### config.mk
export PLATFORM = sky130hd
export DESIGN_NAME = oam_dma_arbiter_flat
export DESIGN_NICKNAME = d
export VERILOG_FILES = /design/src/rtl/oam_dma_arbiter_pkg.sv /design/src/rtl/oam_dma_arbiter_if.sv /design/src/rtl/oam_dma_arbiter_addr_decode.sv /design/src/rtl/oam_dma_arbiter.sv /design/src/flat_wrapper.sv
export SDC_FILE = /design/constraint.sdc
export NUM_CORES = 1
export LEC_CHECK = 0
export CELL_PAD_IN_SITES_DETAIL_PLACEMENT = 0
export CELL_PAD_IN_SITES_GLOBAL_PLACEMENT = 1
export CORE_ASPECT_RATIO = 1.5
export CORE_MARGIN = 4
export CORE_UTILIZATION = 30
export DETAILED_ROUTE_END_ITERATION = 10
export HOLD_SLACK_MARGIN = 0.05
export PLACE_DENSITY_LB_ADDON = 0.1
export SLEW_MARGIN = 20
export SYNTH_ARGS = -nofsm -noshare
export SYNTH_HDL_FRONTEND = slang
export SYNTH_HIERARCHICAL = 1
export SYNTH_SLANG_ARGS = --single-unit
### constraint.sdc
create_clock -name clk -period 4.3 [get_ports clk]
set_clock_uncertainty 0.2 [all_clocks]
set_input_delay 1.075 -clock clk [delete_from_list [all_inputs] [get_ports clk]]
set_output_delay 1.075 -clock clk [all_outputs]
set_load 0.02 [all_outputs]
### src/rtl/oam_dma_arbiter_pkg.sv
// Shared types and address constants for the OAM DMA arbiter.
// The echo remap folds 0xE0-0xFF source pages back onto work RAM.
package oam_dma_arbiter_pkg;

    typedef enum logic [1:0] {
        IDLE,
        START,
        XFER
    } dma_state_e;

    localparam logic [15:0] DMA_REG_ADDR      = 16'hFF46;
    localparam logic [15:0] HI_REGION_BASE    = 16'hFF00;
    localparam logic [15:0] HI_REGION_LAST    = 16'hFFFE;
    localparam logic [7:0]  DMA_BLOCKED_RDATA = 8'hFF;
    localparam logic [7:0]  ECHO_BASE_HI      = 8'hE0;
    localparam logic [7:0]  ECHO_MASK         = 8'hDF;

    function automatic logic [7:0] echo_remap(input logic [7:0] hi);
        return (hi < ECHO_BASE_HI) ? hi : (hi & ECHO_MASK);
    endfunction

endpackage

### src/rtl/oam_dma_arbiter_if.sv
// CPU, external memory bus and OAM write port of the OAM DMA arbiter.
// slave = arbiter side, master = CPU/memory/OAM side.
interface oam_dma_arbiter_if;

    logic        m_cycle;
    logic        cpu_mem_enable;
    logic        cpu_mem_write;
    logic [15:0] cpu_addr;
    logic [7:0]  cpu_wdata;
    logic [7:0]  cpu_rdata;
    logic [7:0]  cpu_hi_rdata;
    logic        bus_enable;
    logic        bus_write;
    logic [15:0] bus_addr;
    logic [7:0]  bus_wdata;
    logic [7:0]  bus_rdata;
    logic        oam_we;
    logic [7:0]  oam_addr;
    logic [7:0]  oam_wdata;
    logic        dma_active;

    modport slave (
        input  m_cycle, cpu_mem_enable, cpu_mem_write, cpu_addr, cpu_wdata,
               cpu_hi_rdata, bus_rdata,
        output cpu_rdata, bus_enable, bus_write, bus_addr, bus_wdata,
               oam_we, oam_addr, oam_wdata, dma_active
    );

    modport master (
        output m_cycle, cpu_mem_enable, cpu_mem_write, cpu_addr, cpu_wdata,
               cpu_hi_rdata, bus_rdata,
        input  cpu_rdata, bus_enable, bus_write, bus_addr, bus_wdata,
               oam_we, oam_addr, oam_wdata, dma_active
    );

endinterface

### src/rtl/oam_dma_arbiter_addr_decode.sv
// CPU address region decode: the DMA source register and the FF00-FFFE
// high region. The DMA register sits inside the high region; callers prioritise.
module dma_addr_decode
    import oam_dma_arbiter_pkg::*;
(
    input  logic [15:0] i_addr,
    output logic        o_is_dma_reg,
    output logic        o_is_hi_region
);

    assign o_is_dma_reg   = (i_addr == DMA_REG_ADDR);
    assign o_is_hi_region = (i_addr >= HI_REGION_BASE) && (i_addr <= HI_REGION_LAST);

endmodule

### src/rtl/oam_dma_arbiter.sv
// OAM DMA engine plus CPU/DMA bus arbiter. A write to FF46 starts a
// DMA_LEN-byte copy from {src_hi,00} into OAM while locking the CPU out of the bus.
module oam_dma_arbiter
    import oam_dma_arbiter_pkg::*;
#(
    parameter int DMA_LEN     = 160,
    parameter int START_DELAY = 1
) (
    input  logic              clk,
    input  logic              reset_n,
    oam_dma_arbiter_if.slave  io_bus
);

    localparam logic [7:0] LAST_IDX   = 8'(DMA_LEN - 1);
    localparam logic [7:0] DELAY_LOAD = 8'(START_DELAY - 1);

    dma_state_e r_state;
    logic [7:0] r_index;
    logic [7:0] r_src_hi;
    logic [7:0] r_eff_hi;
    logic [7:0] r_delay;
    logic       r_active;

    logic        w_is_dma_reg;
    logic        w_is_hi;
    logic        w_trigger;
    logic        w_bus_enable;
    logic        w_bus_write;
    logic [15:0] w_bus_addr;
    logic [7:0]  w_bus_wdata;
    logic [7:0]  w_cpu_rdata;

    dma_addr_decode u_decode (
        .i_addr         (io_bus.cpu_addr),
        .o_is_dma_reg   (w_is_dma_reg),
        .o_is_hi_region (w_is_hi)
    );

    assign w_trigger = io_bus.m_cycle & io_bus.cpu_mem_enable &
                       io_bus.cpu_mem_write & w_is_dma_reg;

    // A trigger always wins, so a restart keeps r_active (and the old
    // r_eff_hi on the bus) until the new delay expires.
    always_ff @(posedge clk or negedge reset_n) begin
        if (!reset_n) begin
            r_state  <= IDLE;
            r_index  <= '0;
            r_src_hi <= '0;
            r_eff_hi <= '0;
            r_delay  <= '0;
            r_active <= 1'b0;
        end else if (io_bus.m_cycle) begin
            if (w_trigger) begin
                r_src_hi <= io_bus.cpu_wdata;
                r_state  <= START;
                r_delay  <= DELAY_LOAD;
            end else begin
                case (r_state)
                    START: begin
                        if (r_delay == '0) begin
                            r_state  <= XFER;
                            r_index  <= '0;
                            r_eff_hi <= echo_remap(r_src_hi);
                            r_active <= 1'b1;
                        end else begin
                            r_delay <= r_delay - 8'd1;
                        end
                    end
                    XFER: begin
                        if (r_index == LAST_IDX) begin
                            r_state  <= IDLE;
                            r_index  <= '0;
                            r_active <= 1'b0;
                        end else begin
                            r_index <= r_index + 8'd1;
                        end
                    end
                    default: ;
                endcase
            end
        end
    end

    // DMA owns the bus whenever active; the CPU then only reaches the high
    // region through the separate hi-bus read path.
    always_comb begin
        w_bus_enable = 1'b0;
        w_bus_write  = 1'b0;
        w_bus_addr   = io_bus.cpu_addr;
        w_bus_wdata  = io_bus.cpu_wdata;
        w_cpu_rdata  = io_bus.bus_rdata;
        if (r_active) begin
            w_bus_enable = 1'b1;
            w_bus_addr   = {r_eff_hi, r_index};
            w_bus_wdata  = '0;
            w_cpu_rdata  = w_is_hi ? io_bus.cpu_hi_rdata : DMA_BLOCKED_RDATA;
        end else if (reset_n) begin
            w_bus_enable = io_bus.cpu_mem_enable & ~w_is_dma_reg;
            w_bus_write  = io_bus.cpu_mem_enable & io_bus.cpu_mem_write & ~w_is_dma_reg;
        end
        if (w_is_dma_reg) w_cpu_rdata = r_src_hi;
    end

    assign io_bus.bus_enable = w_bus_enable;
    assign io_bus.bus_write  = w_bus_write;
    assign io_bus.bus_addr   = w_bus_addr;
    assign io_bus.bus_wdata  = w_bus_wdata;
    assign io_bus.cpu_rdata  = w_cpu_rdata;
    assign io_bus.oam_we     = (r_state == XFER) & io_bus.m_cycle;
    assign io_bus.oam_addr   = r_index;
    assign io_bus.oam_wdata  = io_bus.bus_rdata;
    assign io_bus.dma_active = r_active;

endmodule

### src/flat_wrapper.sv
// flat-port wrapper written by rule: the top's interface ports become plain ports
module oam_dma_arbiter_flat import oam_dma_arbiter_pkg::*;
#(
    parameter int DMA_LEN     = 160,
    parameter int START_DELAY = 1
)
  (clk, reset_n, io_bus_m_cycle, io_bus_cpu_mem_enable, io_bus_cpu_mem_write, io_bus_cpu_addr, io_bus_cpu_wdata, io_bus_cpu_hi_rdata, io_bus_bus_rdata, io_bus_cpu_rdata, io_bus_bus_enable, io_bus_bus_write, io_bus_bus_addr, io_bus_bus_wdata, io_bus_oam_we, io_bus_oam_addr, io_bus_oam_wdata, io_bus_dma_active);
  oam_dma_arbiter_if io_bus_i ();
  input  logic clk;
  input  logic reset_n;
  input wire logic [$bits(io_bus_i.m_cycle)-1:0] io_bus_m_cycle;
  input wire logic [$bits(io_bus_i.cpu_mem_enable)-1:0] io_bus_cpu_mem_enable;
  input wire logic [$bits(io_bus_i.cpu_mem_write)-1:0] io_bus_cpu_mem_write;
  input wire logic [$bits(io_bus_i.cpu_addr)-1:0] io_bus_cpu_addr;
  input wire logic [$bits(io_bus_i.cpu_wdata)-1:0] io_bus_cpu_wdata;
  input wire logic [$bits(io_bus_i.cpu_hi_rdata)-1:0] io_bus_cpu_hi_rdata;
  input wire logic [$bits(io_bus_i.bus_rdata)-1:0] io_bus_bus_rdata;
  output wire logic [$bits(io_bus_i.cpu_rdata)-1:0] io_bus_cpu_rdata;
  output wire logic [$bits(io_bus_i.bus_enable)-1:0] io_bus_bus_enable;
  output wire logic [$bits(io_bus_i.bus_write)-1:0] io_bus_bus_write;
  output wire logic [$bits(io_bus_i.bus_addr)-1:0] io_bus_bus_addr;
  output wire logic [$bits(io_bus_i.bus_wdata)-1:0] io_bus_bus_wdata;
  output wire logic [$bits(io_bus_i.oam_we)-1:0] io_bus_oam_we;
  output wire logic [$bits(io_bus_i.oam_addr)-1:0] io_bus_oam_addr;
  output wire logic [$bits(io_bus_i.oam_wdata)-1:0] io_bus_oam_wdata;
  output wire logic [$bits(io_bus_i.dma_active)-1:0] io_bus_dma_active;
  assign io_bus_i.m_cycle = io_bus_m_cycle;
  assign io_bus_i.cpu_mem_enable = io_bus_cpu_mem_enable;
  assign io_bus_i.cpu_mem_write = io_bus_cpu_mem_write;
  assign io_bus_i.cpu_addr = io_bus_cpu_addr;
  assign io_bus_i.cpu_wdata = io_bus_cpu_wdata;
  assign io_bus_i.cpu_hi_rdata = io_bus_cpu_hi_rdata;
  assign io_bus_i.bus_rdata = io_bus_bus_rdata;
  assign io_bus_cpu_rdata = io_bus_i.cpu_rdata;
  assign io_bus_bus_enable = io_bus_i.bus_enable;
  assign io_bus_bus_write = io_bus_i.bus_write;
  assign io_bus_bus_addr = io_bus_i.bus_addr;
  assign io_bus_bus_wdata = io_bus_i.bus_wdata;
  assign io_bus_oam_we = io_bus_i.oam_we;
  assign io_bus_oam_addr = io_bus_i.oam_addr;
  assign io_bus_oam_wdata = io_bus_i.oam_wdata;
  assign io_bus_dma_active = io_bus_i.dma_active;
  oam_dma_arbiter #(.DMA_LEN(DMA_LEN), .START_DELAY(START_DELAY)) u_core (.clk(clk), .reset_n(reset_n), .io_bus(io_bus_i));
endmodule
==> results of run 1 <==
## cell usage in the layout (no fill, tap or decap), types with 4 or more instances in the layout
master | synthesis | layout
mux2_2 | 16 | 16
mux2_4 | 8 | 8
o22ai_1 | 7 | 7
o21ai_0 | 12 | 12
clkbuf_16 | 0 | 5
a21oi_1 | 7 | 7
clkdlybuf4s15_2 | 0 | 7
nand2_1 | 44 | 44
inv_1 | 6 | 6
clkdlybuf4s50_1 | 0 | 85
ha_1 | 5 | 5
buf_4 | 8 | 18
dfrtp_1 | 35 | 35
o31ai_1 | 6 | 6
nor2_1 | 7 | 7
nor2b_1 | 8 | 8
o21ai_1 | 9 | 9
nand3_1 | 4 | 4
nand4_1 | 7 | 7
## power groups by stage
stage | registers [uW] | clock network, uW | logic [uW]
2_1_floorplan | 407 | 0 | 188
3_5_place_dp | 404 | 0 | 380
4_1_cts | 398 | 437 | 380
3_3_place_gp | 403 | 0 | 378
5_1_grt | 403 | 448 | 409
6_report | 398 | 424 | 374
## stage by stage
step	setup TNS, ns	instances	utilization	power [uW]	hold slack [ns]
6_report	0	458	0.4777	1197	0.3099
3_5_place_dp	-2.836	449	0.4532	783.4	0.2996
5_1_grt	-0.006898	458	0.4777	1260	0.3300
3_3_place_gp	-2.933	449	0.4532	781.4	0.2992
4_1_cts	0	458	0.4782	1215	0.3147
2_1_floorplan	0	255	-	594.7	0.2616
## per-layer routing
metal	wire, um	GRT usage	part of all wire	vias to the layer above
met5	0	0	0	-
met1	3097	0.1967	0.41	1091
li1	-	-	-	1122
met3	439	0.03318	0.058	7
met4	91	0.04735	0.012	0
met2	3960	0.2942	0.52	64
## cells by family (layout without fill, tap and decap cells)
logic type	Yosys count	in the layout	share of synthesized area
and+or+nand+nor	102	102	0.2444
xor gates and xnor gates	3	3	0.01111
buffers and inverters	27	128	0.05714
adders and majority gates	5	5	0.02646
DFF	35	35	0.3704
muxes	24	24	0.1270
AOI/OAI and AO/OA	59	59	0.1635
## synth_stat cells (3+ instances only)
master | instances | area, um2
a211oi_1 | 3 | 22.52
a21boi_0 | 3 | 22.52
a21oi_1 | 7 | 35.03
buf_2 | 3 | 15.01
buf_4 | 8 | 60.06
clkbuf_1 | 9 | 33.78
dfrtp_1 | 35 | 875.8
ha_1 | 5 | 62.56
inv_1 | 6 | 22.52
mux2_2 | 16 | 180.2
mux2_4 | 8 | 120.1
nand2_1 | 44 | 165.2
nand3_1 | 4 | 20.02
nand3b_1 | 3 | 22.52
nand4_1 | 7 | 43.79
nor2_1 | 7 | 26.28
nor2b_1 | 8 | 50.05
o211ai_1 | 3 | 22.52
o21ai_0 | 12 | 60.06
o21ai_1 | 9 | 45.04
o22ai_1 | 7 | 43.79
o31ai_1 | 6 | 45.04
or3_1 | 3 | 18.77
or4_1 | 3 | 22.52
## critical path: stages
cell and delay, ns:
clkdlybuf4s50_1 0.42, or4_4 0.55, nor4_4 0.16, buf_4 0.16, inv_1 0.05, a31o_2 0.19
clkdlybuf4s15_1 0.28
## sequential cells by signal (all words and copies together), names as in the netlist
signal,cells
u_core/r_delay,8
u_core/r_state,2
u_core/io_bus.oam_addr,8
u_core/r_src_hi,8
u_core/r_eff_hi,8
u_core/io_bus.dma_active,1
## path summary, 6_finish.rpt
| kind | end | slack [ns] | depth (start not counted) |
|---|---|---|---|
| worst min-delay path | u_core/r_eff_hi[1]$_DFFE_PN0P_ | 0.31 | 1 |
| worst max-delay path | io_bus_bus_enable | 0.13 | 7 |
| worst max register to register | u_core/io_bus.oam_addr[5]$_DFFE_PN0P_ | 1.95 | 6 |
| worst min register to register | u_core/r_eff_hi[1]$_DFFE_PN0P_ | 0.31 | 1 |
| max in group asynchronous | u_core/r_eff_hi[4]$_DFFE_PN0P_ | 2.82 | 2 |
| min in group asynchronous | u_core/io_bus.oam_addr[3]$_DFFE_PN0P_ | 0.75 | 2 |
## final cells by class
class | instances | area, um2
Fill cell | 755 | 4001
Clock inverter | 2 | 35.03
Inverter | 6 | 22.52
Tap cell | 102 | 127.6
Clock buffer | 6 | 138.9
Timing Repair Buffer | 114 | 1094
Sequential cell | 35 | 875.8
Multi-Input combinational cell | 193 | 1366
## repair_timing
action | in CTS | in global routing
gates resized for setup | 33 | 3
endpoints found under the hold margin | 0 | 0
pin swaps | 0 | 1
setup endpoints to repair | 10 | 10
setup buffers | 1 | 0
==> results.ini, run 1 <==
[outcome]
status = finished clean

[floorplan]
start_util = 0.3087
die-height_um = 116.7
core_um2 = 7661
io_pins = 97
die_w_um = 80.49
rows = 39
die_area_um2 = 9396

[worst_setup_path]
critPathArrivalTime_ns = 2.89
end_kind = primary output
path_class = input pin to primary output
cp_data_required_time_ns = 3.02
timing.rr.start = u_core/r_delay[0]$_DFFE_PN0P_
startpoint = io_bus_cpu_addr[0]
cp_max_fo = 2
critPathLaunchType = input pin

[routing]
num_vias = 2284
viasPerCell = 4.987
routed_wl_mm = 7.589
drtIter0Drc = 83
drc_errors = 0
drtAntennaViolNets = 0
wl_per_cell_um = 16.57
dr.pass1.iters = 4

[clock_tree]
cts_buffers = 5
postCtsHoldBufs = 0
cts-root-buf = clkbuf_16
clk_pin_slew_ns = 0.05
cts_tree = built
htreeDepth = 2
insertion_delay_ns = 0.28
clockBufferDepth = 2
clkSinkCount = 35

[placement]
post-place-ws_ns = -0.3180
gp_congestion = 0.7165
placed_area_um2 = 3472
portBuffers = 96
hpwl_mm = 5.796

[timing]
finalCritPeriodShare = 0.9694
setup_viol = 0
slew_headroom = 0.3595
final_max_slew_viol_count = 0
fin_crit_ns = 4.168
fmax_mhz = 239.9
fin_ws_ns = 0.1317
worst_pin_slew_ns = 0.9587
hold_viol_final = 0
rsz0062_at_grt = true

[cells_and_area]
drive_above_1_share = 0.1938
fin_area_um2 = 3660
area_delta_synth_final_pct = 54.76
nNetsFinal = 405
num_antenna_cells = 0

[run]
drv_cap = 0

[pwr]
leakage_uw = 0.001561
clock_power_share = 0.355
comb_power_share = 0.313
seqPwrFrac = 0.333
swShare = 0.3087
power.internal_uw = 827.6
ir_drop_mv = 0.1361
powerDensity_nw_per_um2 = 327.1
switchingPower_uw = 369.6

[logic_synthesis]
async_reset_ff_frac = 1.000
synth.avg_cell_area_um2 = 9.274
synth_seq_cells = 35
syn-num-nets = 305
yosys_warnings = 6
ys_types = 51
synthCells = 255
synth_ff_type = dfrtp_1
ys_seq_area_frac = 0.3704
synth_area_um2 = 2365
synth_edf_count = 0

[global_route]
grt_start_max_net_pins = 36
overflow = 0
grt_usage = 0.1642
grt_pass1_vias = 2241
grt_pass1_wl_mm = 11.79
antenna_found_initial = 0

[worst_hold_path]
hold_start = u_core/r_eff_hi[1]$_DFFE_PN0P_
min_path_type = flip-flop to flip-flop

(Power assumes the default switching activity.)
==> run 2: changes to the inputs <==
Settings changed: PLACE_DENSITY set to 0.8, PLACE_DENSITY_LB_ADDON 0.1 to not set.
==> run 2 against run 1 <==
Compared with the run above: sequential share of layout area grew 0.25 points; fmax fell by 2.3%; combinational power about the same; highest routed layer unchanged; flip-flop and latch count stayed put; core utilization fell by 0.49 points; non-clock buffer count shrank 4; die area unchanged; global-route usage down 1.1 points; worst hold slack gained 0.0076 ns; power rose by 2.9%; register-to-register slack better by 0.04 ns.
==> results.ini, run 2 (synthesis results as in run 1) <==
[outcome]
status = finished clean

[timing]
rsz0062_at_grt = true
fin_ws_ns = 0.03228
slew_headroom = 0.3873
final_max_slew_viol_count = 0
hold_viol_final = 0
fin_crit_ns = 4.268
worst_pin_slew_ns = 0.9172
fmax_mhz = 234.3
finalCritPeriodShare = 0.9925
setup_viol = 0

[floorplan]
die-height_um = 116.7
core_um2 = 7661
rows = 39
die_w_um = 80.49
start_util = 0.3087
die_area_um2 = 9396
io_pins = 97

[worst_setup_path]
cp_max_fo = 16
regToRegSetupSlack_ns = 1.99
cp_data_required_time_ns = 3.02
reg2regPathDepth = 6
timing.rr.start = u_core/r_delay[0]$_DFFE_PN0P_
rr_endpoint = u_core/io_bus.oam_addr[5]$_DFFE_PN0P_
critPathArrivalTime_ns = 2.99
path_class = input pin to primary output
end_kind = primary output
critPathLaunchType = input pin

[run]
drv_cap = 0

[routing]
wl_per_cell_um = 15.50
viasPerCell = 4.932
routed_wl_mm = 7.039
num_vias = 2239
drtAntennaViolNets = 0
drtIter0Drc = 155
dr.pass1.iters = 4
drc_errors = 0

[cells_and_area]
drive_above_1_share = 0.1676
fin_area_um2 = 3622
area_delta_synth_final_pct = 53.17
num-fill-cells = 744
num_antenna_cells = 0
nNetsFinal = 401
final_cell_mix = clkdlybuf4s50_1, nand2_1, dfrtp_1
final_common_cell = clkdlybuf4s50_1

[placement]
placed_area_um2 = 3450
portBuffers = 96
gp_congestion = 0.7805
post-place-ws_ns = -0.3562
hpwl_mm = 5.488

[clock_tree]
clockBufferDepth = 2
insertion_delay_ns = 0.27
cts_tree = built
clkSinkCount = 35
htreeDepth = 2
postCtsSetupRepairBufs = 0
clk_pin_slew_ns = 0.05
cts-root-buf = clkbuf_16
cts_buffers = 5

[worst_hold_path]
min_path_cells = 1
min_path_type = flip-flop to flip-flop
hold_start = u_core/r_eff_hi[4]$_DFFE_PN0P_
holdPathEnd = u_core/r_eff_hi[4]$_DFFE_PN0P_

[global_route]
antenna_found_initial = 0
grt_start_max_net_pins = 36
grt_usage = 0.1531
grt_pass1_wl_mm = 11.40
grt_pass1_vias = 2329
overflow = 0

[pwr]
power.total_uw = 1232
ir_drop_mv = 0.1713
leakage_uw = 0.001542
powerDensity_nw_per_um2 = 340.0

==> run 2: timing repair <==
item	CTS	global route
hold buffers	0	0
setup endpoints to repair	10	10
pin swaps	1	0
resized for setup	11	12
==> run 2: critical path: stages <==
cell and delay, ns:
clkdlybuf4s50_1 0.43, or4_4 0.55, nor4_4 0.20, buf_4 0.25
nand2_1 0.06, o21ai_0 0.07, dlygate4sd2_1 0.36
==> run 2: through the flow <==
step | utilization | instances | hold slack [ns] | setup TNS, ns
after floorplan | - | 255 | 0.2616 | 0
after global placement | 0.4503 | 446 | 0.2980 | -2.933
after detailed placement | 0.4503 | 446 | 0.3083 | -3.322
after CTS | 0.4738 | 454 | 0.3229 | 0
after global routing | 0.4728 | 454 | 0.3357 | -0.3046
final | 0.4728 | 454 | 0.3175 | 0
==> run 2: per-layer routing <==
layer,track usage,vias to the layer above,wire length [um]
li1,-,1120,-
met1,0.1928,1047,2982
met2,0.2638,66,3567
met3,0.03164,6,402
met4,0.04284,0,87
met5,0,-,0
==> run 2: how the worst max path moves through the flow <==
stage	from	to	slack [ns]	cells past startpoint
floorplan	io_bus_cpu_addr[0]	io_bus_cpu_rdata[0]	0.45	6
global placement	io_bus_cpu_addr[0]	io_bus_cpu_rdata[1]	-0.31	7
detailed placement	io_bus_cpu_addr[0]	io_bus_cpu_rdata[0]	-0.36	7
CTS	io_bus_cpu_addr[0]	io_bus_bus_enable	0.01	7
global route	io_bus_cpu_addr[0]	io_bus_cpu_rdata[4]	-0.06	7
finish	io_bus_cpu_addr[0]	io_bus_cpu_rdata[1]	0.03	7
==> run 2: cell type report <==
| type | instances | area [um2] | area share |
|---|---|---|---|
| tap | 102 | 127.6 | 0.03523 |
| timing repair buffer | 110 | 1041 | 0.2874 |
| inverter | 6 | 22.52 | 0.006218 |
| multi-input combinational | 193 | 1366 | 0.3772 |
| sequential | 35 | 875.8 | 0.2418 |
| clock inverter | 2 | 60.06 | 0.01658 |
| clock buffer | 6 | 128.9 | 0.03558 |
==> run 2: report_power, final <==
part | total (uW) | internal, uW | switching (uW)
Clock | 462 | 332 | 130
Sequential | 398 | 354 | 43.6
Combinational | 371 | 182 | 189
Total | 1230 | 869 | 363
==> run 3: changes to the inputs <==
Settings changed: CTS_CLUSTER_DIAMETER set to 40.
==> results of run 3 <==
The final DEF is identical to that of run 2; final timing and power are the same.
